<file path="config.mk">
export PLATFORM = sky130hd
export DESIGN_NAME = cpu_boot_ctrl
export DESIGN_NICKNAME = d
export VERILOG_FILES = /design/src/rtl/cpu_boot_ctrl.sv
export SDC_FILE = /design/constraint.sdc
export NUM_CORES = 1
export LEC_CHECK = 0
export BUFFER_PORTS_ARGS = -buffer_cell sky130_fd_sc_hd__buf_2
export CAP_MARGIN = 20
export CORE_MARGIN = 4
export CORE_UTILIZATION = 49
export DETAILED_ROUTE_END_ITERATION = 8
export PLACE_DENSITY = 0.9
export SYNTH_ARGS = -nofsm -noshare
export SYNTH_HDL_FRONTEND = slang
export SYNTH_SLANG_ARGS = --single-unit
</file>
<file path="constraint.sdc">
create_clock -name clk -period 4.06 [get_ports clk]
set_input_delay 0.609 -clock clk [delete_from_list [all_inputs] [get_ports clk]]
set_output_delay 0.609 -clock clk [all_outputs]
set_load 0.03 [all_outputs]
</file>
<file path="src/rtl/cpu_boot_ctrl.sv">
// Boot/run controller: streams images into NUM_CH cpu memories, optionally zero-fills
// the remainder of each memory, then enables the cpu until a STOP opcode or a timeout.
module cpu_boot_ctrl #(
    parameter int         NUM_CH    = 2,
    parameter int         DATA_W    = 32,
    parameter int         ADDR_W    = 32,
    parameter int         DEPTH     = 1024,
    parameter int         LEN_W     = 11,
    parameter int         ZERO_FILL = 1,
    parameter logic [5:0] STOP_OPC  = 6'b111110,
    parameter int         CNT_W     = 32,
    parameter int         MAX_CYC   = 2**20
) (
    input  logic                     clk,
    input  logic                     rst,
    input  logic                     start,
    input  logic [NUM_CH*LEN_W-1:0]  ch_len,
    input  logic                     s_valid,
    output logic                     s_ready,
    input  logic [DATA_W-1:0]        s_data,
    output logic [NUM_CH*ADDR_W-1:0] ext_addr,
    output logic [NUM_CH-1:0]        ext_wen,
    output logic [NUM_CH-1:0]        ext_ren,
    output logic [NUM_CH*DATA_W-1:0] ext_wdata,
    output logic                     cpu_enable,
    input  logic [31:0]              instr,
    output logic [CNT_W-1:0]         cycle_cnt,
    output logic [1:0]               stop_code,
    output logic                     busy,
    output logic                     done,
    output logic                     timeout
);

    localparam int               CH_W    = (NUM_CH > 1) ? $clog2(NUM_CH) : 1;
    localparam logic [CH_W-1:0]  LAST_CH = CH_W'(NUM_CH - 1);
    localparam logic [LEN_W-1:0] DEPTH_L = LEN_W'(DEPTH);
    localparam logic [CNT_W-1:0] CNT_MAX = CNT_W'(MAX_CYC - 1);

    typedef enum logic [2:0] {
        S_IDLE,
        S_LOAD,
        S_FILL,
        S_SETTLE,
        S_RUN,
        S_DONE
    } state_t;

    state_t             state_q, state_d;
    logic [CH_W-1:0]    ch_q, ch_d;
    logic [LEN_W-1:0]   idx_q, idx_d;
    logic [LEN_W-1:0]   len_q [NUM_CH];
    logic [LEN_W-1:0]   len_d [NUM_CH];
    logic [CNT_W-1:0]   cnt_q, cnt_d;
    logic               timeout_q, timeout_d;
    logic [1:0]         stop_code_q, stop_code_d;
    logic [NUM_CH-1:0]  wen_q, wen_d;
    logic [ADDR_W-1:0]  addr_q [NUM_CH];
    logic [ADDR_W-1:0]  addr_d [NUM_CH];
    logic [DATA_W-1:0]  wdata_q [NUM_CH];
    logic [DATA_W-1:0]  wdata_d [NUM_CH];
    logic [LEN_W-1:0]   cur_len;
    logic               unused_instr_bits;

    function automatic logic [LEN_W-1:0] clamp_len(input logic [LEN_W-1:0] l);
        return (l > DEPTH_L) ? DEPTH_L : l;
    endfunction

    assign cur_len           = len_q[ch_q];
    assign unused_instr_bits = ^instr[25:2];

    assign s_ready    = (state_q == S_LOAD) && (idx_q < cur_len);
    assign cpu_enable = (state_q == S_RUN);
    assign busy       = (state_q != S_IDLE) && (state_q != S_DONE);
    assign done       = (state_q == S_DONE);
    assign timeout    = timeout_q;
    assign stop_code  = stop_code_q;
    assign cycle_cnt  = cnt_q;
    assign ext_wen    = wen_q;
    assign ext_ren    = '0;

    for (genvar g = 0; g < NUM_CH; g++) begin : g_pack
        assign ext_addr[g*ADDR_W +: ADDR_W]  = addr_q[g];
        assign ext_wdata[g*DATA_W +: DATA_W] = wdata_q[g];
    end

    always_comb begin
        state_d     = state_q;
        ch_d        = ch_q;
        idx_d       = idx_q;
        len_d       = len_q;
        cnt_d       = cnt_q;
        timeout_d   = timeout_q;
        stop_code_d = stop_code_q;
        wen_d       = '0;
        addr_d      = addr_q;
        wdata_d     = wdata_q;

        case (state_q)
            S_IDLE, S_DONE: begin
                if (start) begin
                    for (int i = 0; i < NUM_CH; i++) begin
                        len_d[i] = clamp_len(ch_len[i*LEN_W +: LEN_W]);
                    end
                    cnt_d       = '0;
                    timeout_d   = 1'b0;
                    stop_code_d = 2'b00;
                    ch_d        = '0;
                    idx_d       = '0;
                    state_d     = S_LOAD;
                end
            end
            S_LOAD: begin
                if (idx_q == cur_len) begin
                    state_d = S_FILL;
                end else if (s_valid) begin
                    wen_d[ch_q]   = 1'b1;
                    addr_d[ch_q]  = ADDR_W'({idx_q, 2'b00});
                    wdata_d[ch_q] = s_data;
                    idx_d         = idx_q + LEN_W'(1);
                end
            end
            S_FILL: begin
                if ((ZERO_FILL != 0) && (idx_q < DEPTH_L)) begin
                    wen_d[ch_q]   = 1'b1;
                    addr_d[ch_q]  = ADDR_W'({idx_q, 2'b00});
                    wdata_d[ch_q] = '0;
                    idx_d         = idx_q + LEN_W'(1);
                end else if (ch_q == LAST_CH) begin
                    state_d = S_SETTLE;
                end else begin
                    ch_d    = ch_q + CH_W'(1);
                    idx_d   = '0;
                    state_d = S_LOAD;
                end
            end
            // One quiet cycle so the last memory write lands before the cpu starts.
            S_SETTLE: begin
                state_d = S_RUN;
            end
            S_RUN: begin
                if (instr[31:26] == STOP_OPC) begin
                    stop_code_d = instr[1:0];
                    state_d     = S_DONE;
                end else if (cnt_q == CNT_MAX) begin
                    timeout_d = 1'b1;
                    state_d   = S_DONE;
                end else begin
                    cnt_d = cnt_q + CNT_W'(1);
                end
            end
            default: begin
                state_d = S_IDLE;
            end
        endcase
    end

    always_ff @(posedge clk) begin
        if (rst) begin
            state_q     <= S_IDLE;
            ch_q        <= '0;
            idx_q       <= '0;
            cnt_q       <= '0;
            timeout_q   <= 1'b0;
            stop_code_q <= 2'b00;
            wen_q       <= '0;
            for (int i = 0; i < NUM_CH; i++) begin
                len_q[i]   <= '0;
                addr_q[i]  <= '0;
                wdata_q[i] <= '0;
            end
        end else begin
            state_q     <= state_d;
            ch_q        <= ch_d;
            idx_q       <= idx_d;
            cnt_q       <= cnt_d;
            timeout_q   <= timeout_d;
            stop_code_q <= stop_code_d;
            wen_q       <= wen_d;
            for (int i = 0; i < NUM_CH; i++) begin
                len_q[i]   <= len_d[i];
                addr_q[i]  <= addr_d[i];
                wdata_q[i] <= wdata_d[i];
            end
        end
    end

endmodule
</file>
* Word-level counts from Yosys, hierarchy flattened
Cells that the tools add are included.
** Operators by class
- $add $sub $neg :: 3
- Multipliers :: 0
- Div/mod/pow operators :: 0
- $lt $le $gt $ge :: 8
- Equal/unequal tests :: 21
- Shift operators :: 0
- Mux-type cells :: 50
- Bitwise operators :: 3
- Reduce and logical (&&, ||, !) cells :: 19
** Operators with widths (count)
- 64-bit two-way mux :: 6
- 64-bit case mux with 2 select lines :: 2
- 64-bit bitwise mux :: 2
- 32-bit two-way mux :: 4
- 11-bit two-way mux :: 10
- 64-bit AND :: 1
- 64-bit NOT :: 1
- 32-bit case mux with 2 select lines :: 1
- 11-bit case mux with 3 select lines :: 1
- 32-bit by 1-bit adder with 32-bit output (second input constant) :: 1
- 32-bit demux with 1-bit select :: 1
- 32-bit by 20-bit == test with 1-bit output (second input constant) :: 1
- 11-bit greater-than comparator (second input constant) :: 2
- 4-bit AND reduction :: 4
- 3-bit two-way mux :: 5
- 3-bit case mux with 5 select lines :: 1
- 2-bit != test (second input constant) :: 7
- 2-bit two-way mux :: 6
- 11-bit by 1-bit adder with 11-bit output (second input constant) :: 1
- 11-bit == test :: 1
- 11-bit less-than comparator :: 1
- 11-bit less-than comparator (second input constant) :: 1
- 2-bit case mux with 2 select lines :: 2
- 3-bit by 2-bit == test with 1-bit output (second input constant) :: 2
- 23 further kinds :: 40
** Storage, ports and cells
- Register bits after elaboration :: 202
- Latch bits :: 0
- Bits in writable memories :: 0
- ROM bits :: 0
- Bits of input ports :: 90
- Output and inout port bits :: 171
- Logic and storage cells :: 117
- Memories :: 0

* Longest topological paths before layout
Gate-level depths: netlist of the first run.
- Depth in word-level cells :: 9
- Mapped depth :: 13
- Mapped depth without buffers :: 8

* Worst setup path before layout of the first run
OpenSTA, ideal clock, no wires.
- Path type :: flip-flop to output port
- Start :: register ch_q
- End :: output s_ready
- Arrival :: 3.564 ns
- Required time :: 3.451 ns
- Slack :: -0.113 ns
- Stages on the path, launching flop included :: 11
- Path buffers :: 2
- Path through :: dfxtp_1 -> clkbuf_1 -> clkbuf_1 -> mux2i_1 -> ha_1 -> nor2b_1 -> o21a_1 -> o21a_1 -> o21bai_1 -> a21oi_1 -> a2111oi_0
** Between the ends
- Longest elaborated chain between the ends :: 6
** RTL lines
- start, declared :: line 49 : logic [CH_W-1:0] ch_q, ch_d;
- start signal, assigned :: line 173 : ch_q <= ch_d;
- 1-bit NOT with 2-bit output (implied by the code) :: line 68 : assign cur_len = len_q[ch_q];
- 11-bit two-way mux (implied by the code) (3 in series) :: line 68
- 11-bit less-than comparator :: line 71 : assign s_ready = (state_q == S_LOAD) && (idx_q < cur_len);
- 1-bit logical AND :: line 71
- end, declared :: line 19 : output logic s_ready,
No other way between the ends. The select of a mux whose other input is x is not followed.

* Worst setup path in the final report of the first run
Same ends and word-level chain as after synthesis.

==> results.toml, run 1 <==
[run_status]
status = "finished clean"

[place]
io_buffers = 192
post-place-ws_ns = 0.747
gp_congestion = 0.863
hpwl_um = 12000
dp.cells = 1078

[cts]
h-tree-depth = 4
clock_latency_ns = 0.42
numCtsBuffers = 17
hold_buffers = 0
cts_root_buf = "clkbuf_16"
cts-resized-gates = 0
cts_tree = "built"
clk_pin_slew_ns = 0.07
clk_path_buf_depth = 2
post-cts-setup-buffer-count = 0
clkSinkCount = 160

[global_routing]
overflow = 0
grt_start_max_net_pins = 45
antenna_found_initial = 1
grtUsageTotal = 0.203
grt_pass1_wl_um = 26900
grt_pass1_vias = 5459

[die]
initial_core_util = 0.498
die_area_um2 = 16100
die_x_um = 127
num_rows = 43
fp.coreArea_um2 = 13900
chipHeight_um = 127
io_pins = 261

[detailed_routing]
routed.top_layer = "met4"
final_antenna_net_count = 0
dr.pass1.iters = 4
vias = 5938
drt-initial-drc-count = 325
routed_wl_um = 16900
met1Wirelength_um = 7000
met2WireLength_um = 8610
route.met3.wl_um = 1060
drc = 0
via_per_inst = 5.34
avgRoutedWirePerCell_um = 15.2

[synthesis]
netlist_area_um2 = 6920
ys_top_cells_by_area = "dfxtp_1, a22o_1, nor2_1, buf_4, mux2i_1"
yosys-top-cells-count = "dfxtp_1, nor2_1, a22o_1"
ys_types = 55
synth_largest_area_cell = "dfxtp_1"
yosysTopAreaCellShare = 0.463
ys_ff_latch = 160
syn_inst = 740
ys_async_sr_fraction = 0
ys.flop_type = "dfxtp_1"
ys_warn_count = 0
synth_seq_area_share = 0.463
syn_avg_cell_area_um2 = 9.35
synth-edff-count = 0
synth.most_common_cell = "dfxtp_1"

[timing]
finalSetupViolCount = 0
post-route-min-period_ns = 3.77
fin_ws_ns = 0.294
fin_skew_ns = 0.00734
drv_slew = 0
hold_viol_final = 0
max_freq_mhz = 266
rsz0062_at_grt = "false"
fin_setup_tns_ns = 0
max_slew.worst_pin.slew_ns = 0.799
relSlewSlack = 0.467
finalCritPeriodShare = 0.928

[final_layout]
final_nets = 1021
area_growth_pct = 22.4
drive_gt1_frac = 0.267
stdcell_count = 1111

[power]
p_per_area_nw_per_um2 = 511
ir_drop_mv = 0.413
power_mw = 4.33
power_leakage_nw = 3.81

[setup_path]
cp.required_ns = 3.45
cp.arrival_ns = 3.16
startpoint_type = "register"
rr_worst_depth = 9
reg2reg_from = "ch_q"
cp_max_fo = 18
crit_start = "ch_q"
critPathKind = "reg2out"
end_kind = "output port"

[worst_hold_path]
hp-class = "in2reg"
whs_path_depth = 2
holdCritStartpoint = "s_data[6]"

[job]
cap_violations = 0
## through the flow
step,instance area [µm²],util,hold slack (ns)
floorplan,7080,-,0.428
global placement,7840,0.565,0.437
detailed placement,7840,0.565,0.444
CTS,8460,0.610,0.400
global route,8460,0.610,0.405
finish,8460,0.610,0.419
## sequential cells by signal, summed over array words and instances, names as in the netlist
signal,count
timeout,1
state_q,3
stop_code,2
len_q,22
ch_q,1
ext_addr,22
cycle_cnt,32
idx_q,11
ext_wen,2
ext_wdata,64
## cell families (layout without fill, tap and decap cells)
group           after synthesis  in the layout  synth area share
other cells                   1             45          0.000542
simple gates                244            244             0.175
xor+xnor                     38             38            0.0481
fa+ha+maj                    14             14            0.0253
flops                       160            160             0.463
mux                          33             33            0.0479
compound gates              151            151             0.158
buf+inv                      99            246            0.0821
## where the power goes
part           switching (mW)  internal, mW  leakage, nW  total [mW]
logic                   0.611         0.282         2.21       0.893
registers              0.0828          1.68         1.29        1.76
clock network           0.683         0.988        0.300        1.67
total                    1.38          2.95         3.81        4.33
## final timing paths
kind | slack [ns] | endpoint
max | 0.29 | s_ready
min reg2reg | 0.45 | len_q[2]
max reg2reg | 0.81 | ext_wdata[57]
min | 0.42 | ext_wdata[6]
## critical path, stage by stage, from the launching register on
cell and delay [ns]:
dfxtp_1 0.84, mux2i_1 0.29, ha_1 0.27, nor2b_1 0.13
o21a_1 0.16, o21a_1 0.16, o21bai_1 0.12, a21oi_1 0.08
a2111oi_1 0.40, buf_2 0.29
## routing by layer
metal | vias to the layer above | track usage
li1 | 2894 | -
met2 | 204 | 0.343
met5 | - | 0
met4 | 0 | 0.0726
met3 | 20 | 0.0480
met1 | 2820 | 0.253
## layout make-up
cell class	instances	area, µm²
inverter	11	41.3
tap	180	225
sequential	160	3200
multi-input combinational	524	3320
clock inverter	15	199
timing repair buffer	203	1040
clock buffer	17	425
fill	1193	5420
antenna	1	2.50
## cell usage in the layout, fill, tap and decap left out, types with 3 or more instances in the layout
cell and instances:
a22o_1 64, o211ai_1 5, a22oi_1 9, buf_2 192, dfxtp_1 160, mux2i_1 32
ha_1 14, o21ai_0 16, bufinv_16 3, o2111ai_1 3, nor2b_1 5, and3_1 7
nor3_1 10, and4_1 5, nor4_1 10, nand4_1 11, or3_1 5, clkbuf_16 17
nand3_1 26, xor2_1 32, xnor2_1 6, nand2b_1 4, nand3b_1 13, inv_1 10
nor2_1 89, nand2_1 44, buf_4 11, inv_6 6, a21oi_1 34, a21o_1 5
conb_1 44
Power figures use the tool's default switching activity.
==> inputs of run 2 (changes only) <==
- CORE_ASPECT_RATIO: unset -> 0.8
==> run 2 against run 1 <==
Sequential share of layout area grew 0.076 points; clock power decreased by 2%; sequential cell count stayed put; critical path depth stayed put; clock-buffer cell count increased by 1; highest routed layer unchanged; first-iteration DRC count increased by 55%; non-clock buffer count up 1.
==> results.toml, run 2 (synthesized netlist as in run 1, its figures left out) <==
[setup_path]
crit_top_cell = "o21a_1"
cp.required_ns = 3.45
cp.depth = 9
critPathKind = "reg2out"
end_kind = "output port"
crit_family = "compound AO/OA/AOI/OAI gates"
startpoint_type = "register"
worstPathCellList = "mux2i_1, ha_1, nor2b_1, o21a_1, o21a_1, o21bai_1, a21oi_1, a2111oi_1, buf_2"
slowest_stage = "dfxtp_2"
crit_path_max_incr_delay_ns = 0.62
rr_worst_depth = 9
cp.arrival_ns = 3.04
path_buf_inv = 1
cp_max_fo = 18

[die]
num_rows = 38
io_pins = 261
fp.coreArea_um2 = 13700
initial_core_util = 0.505
die_x_um = 141
die_area_um2 = 16100
chipHeight_um = 114

[timing]
max_freq_mhz = 274
finalCritPeriodShare = 0.899
rsz0062_at_grt = "false"
relSlewSlack = 0.508
hold_viol_final = 0
max_slew.worst_pin.slew_ns = 0.731
finalSetupViolCount = 0
drv_slew = 0
fin_skew_ns = 0.00855
post-route-min-period_ns = 3.65
fin_setup_tns_ns = 0

[global_routing]
overflow = 0
grtUsageTotal = 0.210
grt_start_max_net_pins = 36
antenna_found_initial = 0
grt_pass1_wl_um = 27400
grt_pass1_vias = 5348

[run_status]
status = "finished clean"

[power]
ir_drop_mv = 0.342
power_leakage_nw = 3.80
p_per_area_nw_per_um2 = 508

[detailed_routing]
met1Wirelength_um = 7820
avgRoutedWirePerCell_um = 15.8
vias = 6010
final_antenna_net_count = 0
routed_wl_um = 17500
drc = 0
dr.pass1.iters = 5
via_per_inst = 5.41
drt-initial-drc-count = 504
route.met3.wl_um = 1460
met2WireLength_um = 8080
routed.top_layer = "met4"

[cts]
clk_path_buf_depth = 2
post-cts-setup-buffer-count = 0
numCtsBuffers = 17
clkSinkCount = 160
clock_latency_ns = 0.42
hold_buffers = 0
cts-resized-gates = 0
h-tree-depth = 4
cts_tree = "built"
clk_pin_slew_ns = 0.06
cts_root_buf = "clkbuf_16"

[final_layout]
drive_gt1_frac = 0.269
final_nets = 1022
finalInstanceArea_um2 = 8450
diodes = 0
multi_input_area_um2 = 3320
largest_reg_flops = 64
layout_commonest_cell = "buf_2"
fillers = 1148
seqCellArea_um2 = 3200
utilization = 0.617
area_growth_pct = 22.2
final_cell_mix = "buf_2, dfxtp_1, nor2_1, a22o_1"
stdcell_count = 1111

[job]
cap_violations = 0

[place]
dp.cells = 1079
io_buffers = 192
hpwl_um = 12700
postPlaceCellArea_um2 = 7850
gp_congestion = 0.884

[worst_hold_path]
hp-class = "in2reg"
whs_path_depth = 2
[run 2: worst paths after layout]
check,from,end,slack (ns)
worst min register to register,len_q[3],len_q[3],0.45
worst min-delay path,s_data[28],ext_wdata[28],0.42
worst max register to register,ch_q,ext_wdata[6],0.92
worst max-delay path,ch_q,s_ready,0.41
[run 2: through the flow]
step	power (mW)	worst slack, ns	hold slack, ns
5_1_grt	4.49	0.261	0.403
3_3_place_gp	2.67	0.680	0.438
3_5_place_dp	2.69	0.614	0.443
6_report	4.29	0.408	0.421
2_1_floorplan	2.47	0.280	0.428
4_1_cts	4.32	0.129	0.406
[run 2: cell type report]
type	instances	share of cell area
clock inverter	14	0.0195
inverter	11	0.00489
sequential	160	0.379
timing repair buffer	204	0.124
clock buffer	18	0.0520
multi-input combinational	524	0.393
tap	180	0.0267
[run 2: where the power goes]
part,internal (mW),switching [mW],total (mW)
combinational,0.283,0.621,0.904
clock,0.944,0.685,1.63
sequential,1.68,0.0832,1.76
[run 2: metal layers]
metal / up-vias / global-route usage
li1: 2895 / -
met1: 2839 / 0.288
met2: 260 / 0.331
met3: 16 / 0.0568
met4: 0 / 0.0536
met5: - / 0
==> inputs of run 3 (changes only) <==
- ABC_CLOCK_PERIOD_IN_PS: unset -> 4059
- PLACE_DENSITY: 0.9 -> unset
- PLACE_DENSITY_LB_ADDON: unset -> 0.3
==> run 3 against run 2 <==
Fmax decreased by 1.7%; sequential cell count unchanged; die area unchanged; clock skew increased by 0.0015 ns; non-clock buffer count decreased by 1; global-route usage decreased by 0.41 points; core utilization decreased by 0.31 points; register-to-register slack got worse by 0.17 ns; sequential share of layout area increased by 0.18 points; setup slack got worse by 0.064 ns; routed wire length decreased by 0.25%; via count decreased by 0.62%; critical path type unchanged; largest power group unchanged; highest routed layer unchanged.
==> results.toml, run 3 (synthesized netlist as in run 1, its figures left out) <==
[place]
io_buffers = 192
hpwl_um = 12400
gp_congestion = 0.903
post-place-ws_ns = 0.774

[global_routing]
grt_pass1_wl_um = 27000
grtUsageTotal = 0.206
antenna_found_initial = 1
grt_start_max_net_pins = 35
overflow = 0
grt_pass1_vias = 5219

[die]
num_rows = 38
die_area_um2 = 16100
die_x_um = 141
fp.coreArea_um2 = 13700
chipHeight_um = 114
io_pins = 261
initial_core_util = 0.505

[setup_path]
worstPathCellList = "mux2i_1, ha_1, nor2b_1, o21a_1, o21a_1, o21bai_1, a21oi_1, a2111oi_1, buf_2"
crit_family = "flip-flops"
crit_top_cell = "o21a_1"
cp.arrival_ns = 3.11
end_kind = "output port"
slowest_stage = "dfxtp_1"
crit_path_max_incr_delay_ns = 0.86
startpoint_type = "register"
cp_max_fo = 18
cp.required_ns = 3.45
path_buf_inv = 1
critPathKind = "reg2out"

[cts]
hold_buffers = 0
clock_latency_ns = 0.42
clk_pin_slew_ns = 0.07
post-cts-setup-buffer-count = 0
clkSinkCount = 160
cts_root_buf = "clkbuf_16"
h-tree-depth = 4
numCtsBuffers = 17
cts_tree = "built"
clk_path_buf_depth = 2
cts-resized-gates = 0

[detailed_routing]
final_antenna_net_count = 0
drt-initial-drc-count = 443
vias = 5973
routed_wl_um = 17500
via_per_inst = 5.38
avgRoutedWirePerCell_um = 15.7
dr.pass1.iters = 5
drc = 0

[final_layout]
area_growth_pct = 21.5
layout_commonest_cell = "buf_2"
multi_input_area_um2 = 3320
seqCellArea_um2 = 3200
drive_gt1_frac = 0.267
fillers = 1201
final_nets = 1021
final_cell_mix = "buf_2, dfxtp_1, nor2_1, a22o_1"
utilization = 0.614
largest_reg_flops = 64

[timing]
fin_ws_ns = 0.345
fin_skew_ns = 0.0101
hold_viol_final = 0
finalCritPeriodShare = 0.915
max_slew.worst_pin.slew_ns = 0.822
drv_slew = 0
max_freq_mhz = 269
rsz0062_at_grt = "false"
post-route-min-period_ns = 3.72
finalSetupViolCount = 0
relSlewSlack = 0.451
fin_setup_tns_ns = 0

[run_status]
status = "finished clean"

[worst_hold_path]
hp-class = "in2reg"

[job]
cap_violations = 0

[power]
power_leakage_nw = 3.78
ir_drop_mv = 0.373
p_comb_frac = 0.217
switchingPower_mw = 1.41
p_per_area_nw_per_um2 = 498
clkPwrFrac = 0.362
switching_share = 0.337
pwr-share-seq = 0.421
power_mw = 4.19
internal_power_mw = 2.78
-- run 3: worst paths after layout --
check,start,to,slack [ns],depth (start not counted)
worst min register to register,len_q[1],len_q[1],0.45,2
worst max-delay path,ch_q,s_ready,0.34,9
worst min-delay path,s_data[13],ext_wdata[13],0.42,2
worst max register to register,ch_q,ext_wdata[17],0.75,9
-- run 3: area by class of cell --
type	count	area share
antenna	1	0.000298
clock buffer	17	0.0506
tap	180	0.0268
clock inverter	15	0.0170
sequential	160	0.381
multi-input combinational	524	0.395
timing repair buffer	203	0.124
inverter	11	0.00491
-- run 3: worst register-to-register path: stages, from the launching register on --
cell      delay [ns]
dfxtp_1         0.86
mux2_2          0.44
ha_1            0.28
nand4_1         0.06
or3_1           0.39
a21o_1          0.34
nand3b_2        0.16
nor2b_2         0.15
buf_4           0.35
a22o_1          0.24
-- run 3: power by group through the flow --
stage	Sequential, mW	Combinational [mW]	Clock, mW
after detailed placement	1.79	0.907	0
after CTS	1.76	0.911	1.55
after global routing	1.78	0.981	1.62
after global placement	1.79	0.898	0
after floorplan	1.92	0.550	0
final	1.76	0.910	1.52
-- run 3: routing by layer --
layer	vias up	GRT usage	part of all wire
li1	2902	-	-
met2	244	0.328	0.46
met4	0	0.0620	0.016
met1	2805	0.281	0.45
met5	-	0	0
met3	22	0.0463	0.074
-- run 3: metrics by stage --
step	hold slack, ns	instances	instance area, µm²
6_report	0.423	1111	8410
5_1_grt	0.403	1111	8410
4_1_cts	0.402	1110	8410
3_5_place_dp	0.445	1078	7840
3_3_place_gp	0.440	1078	7840
2_1_floorplan	0.428	783	7080
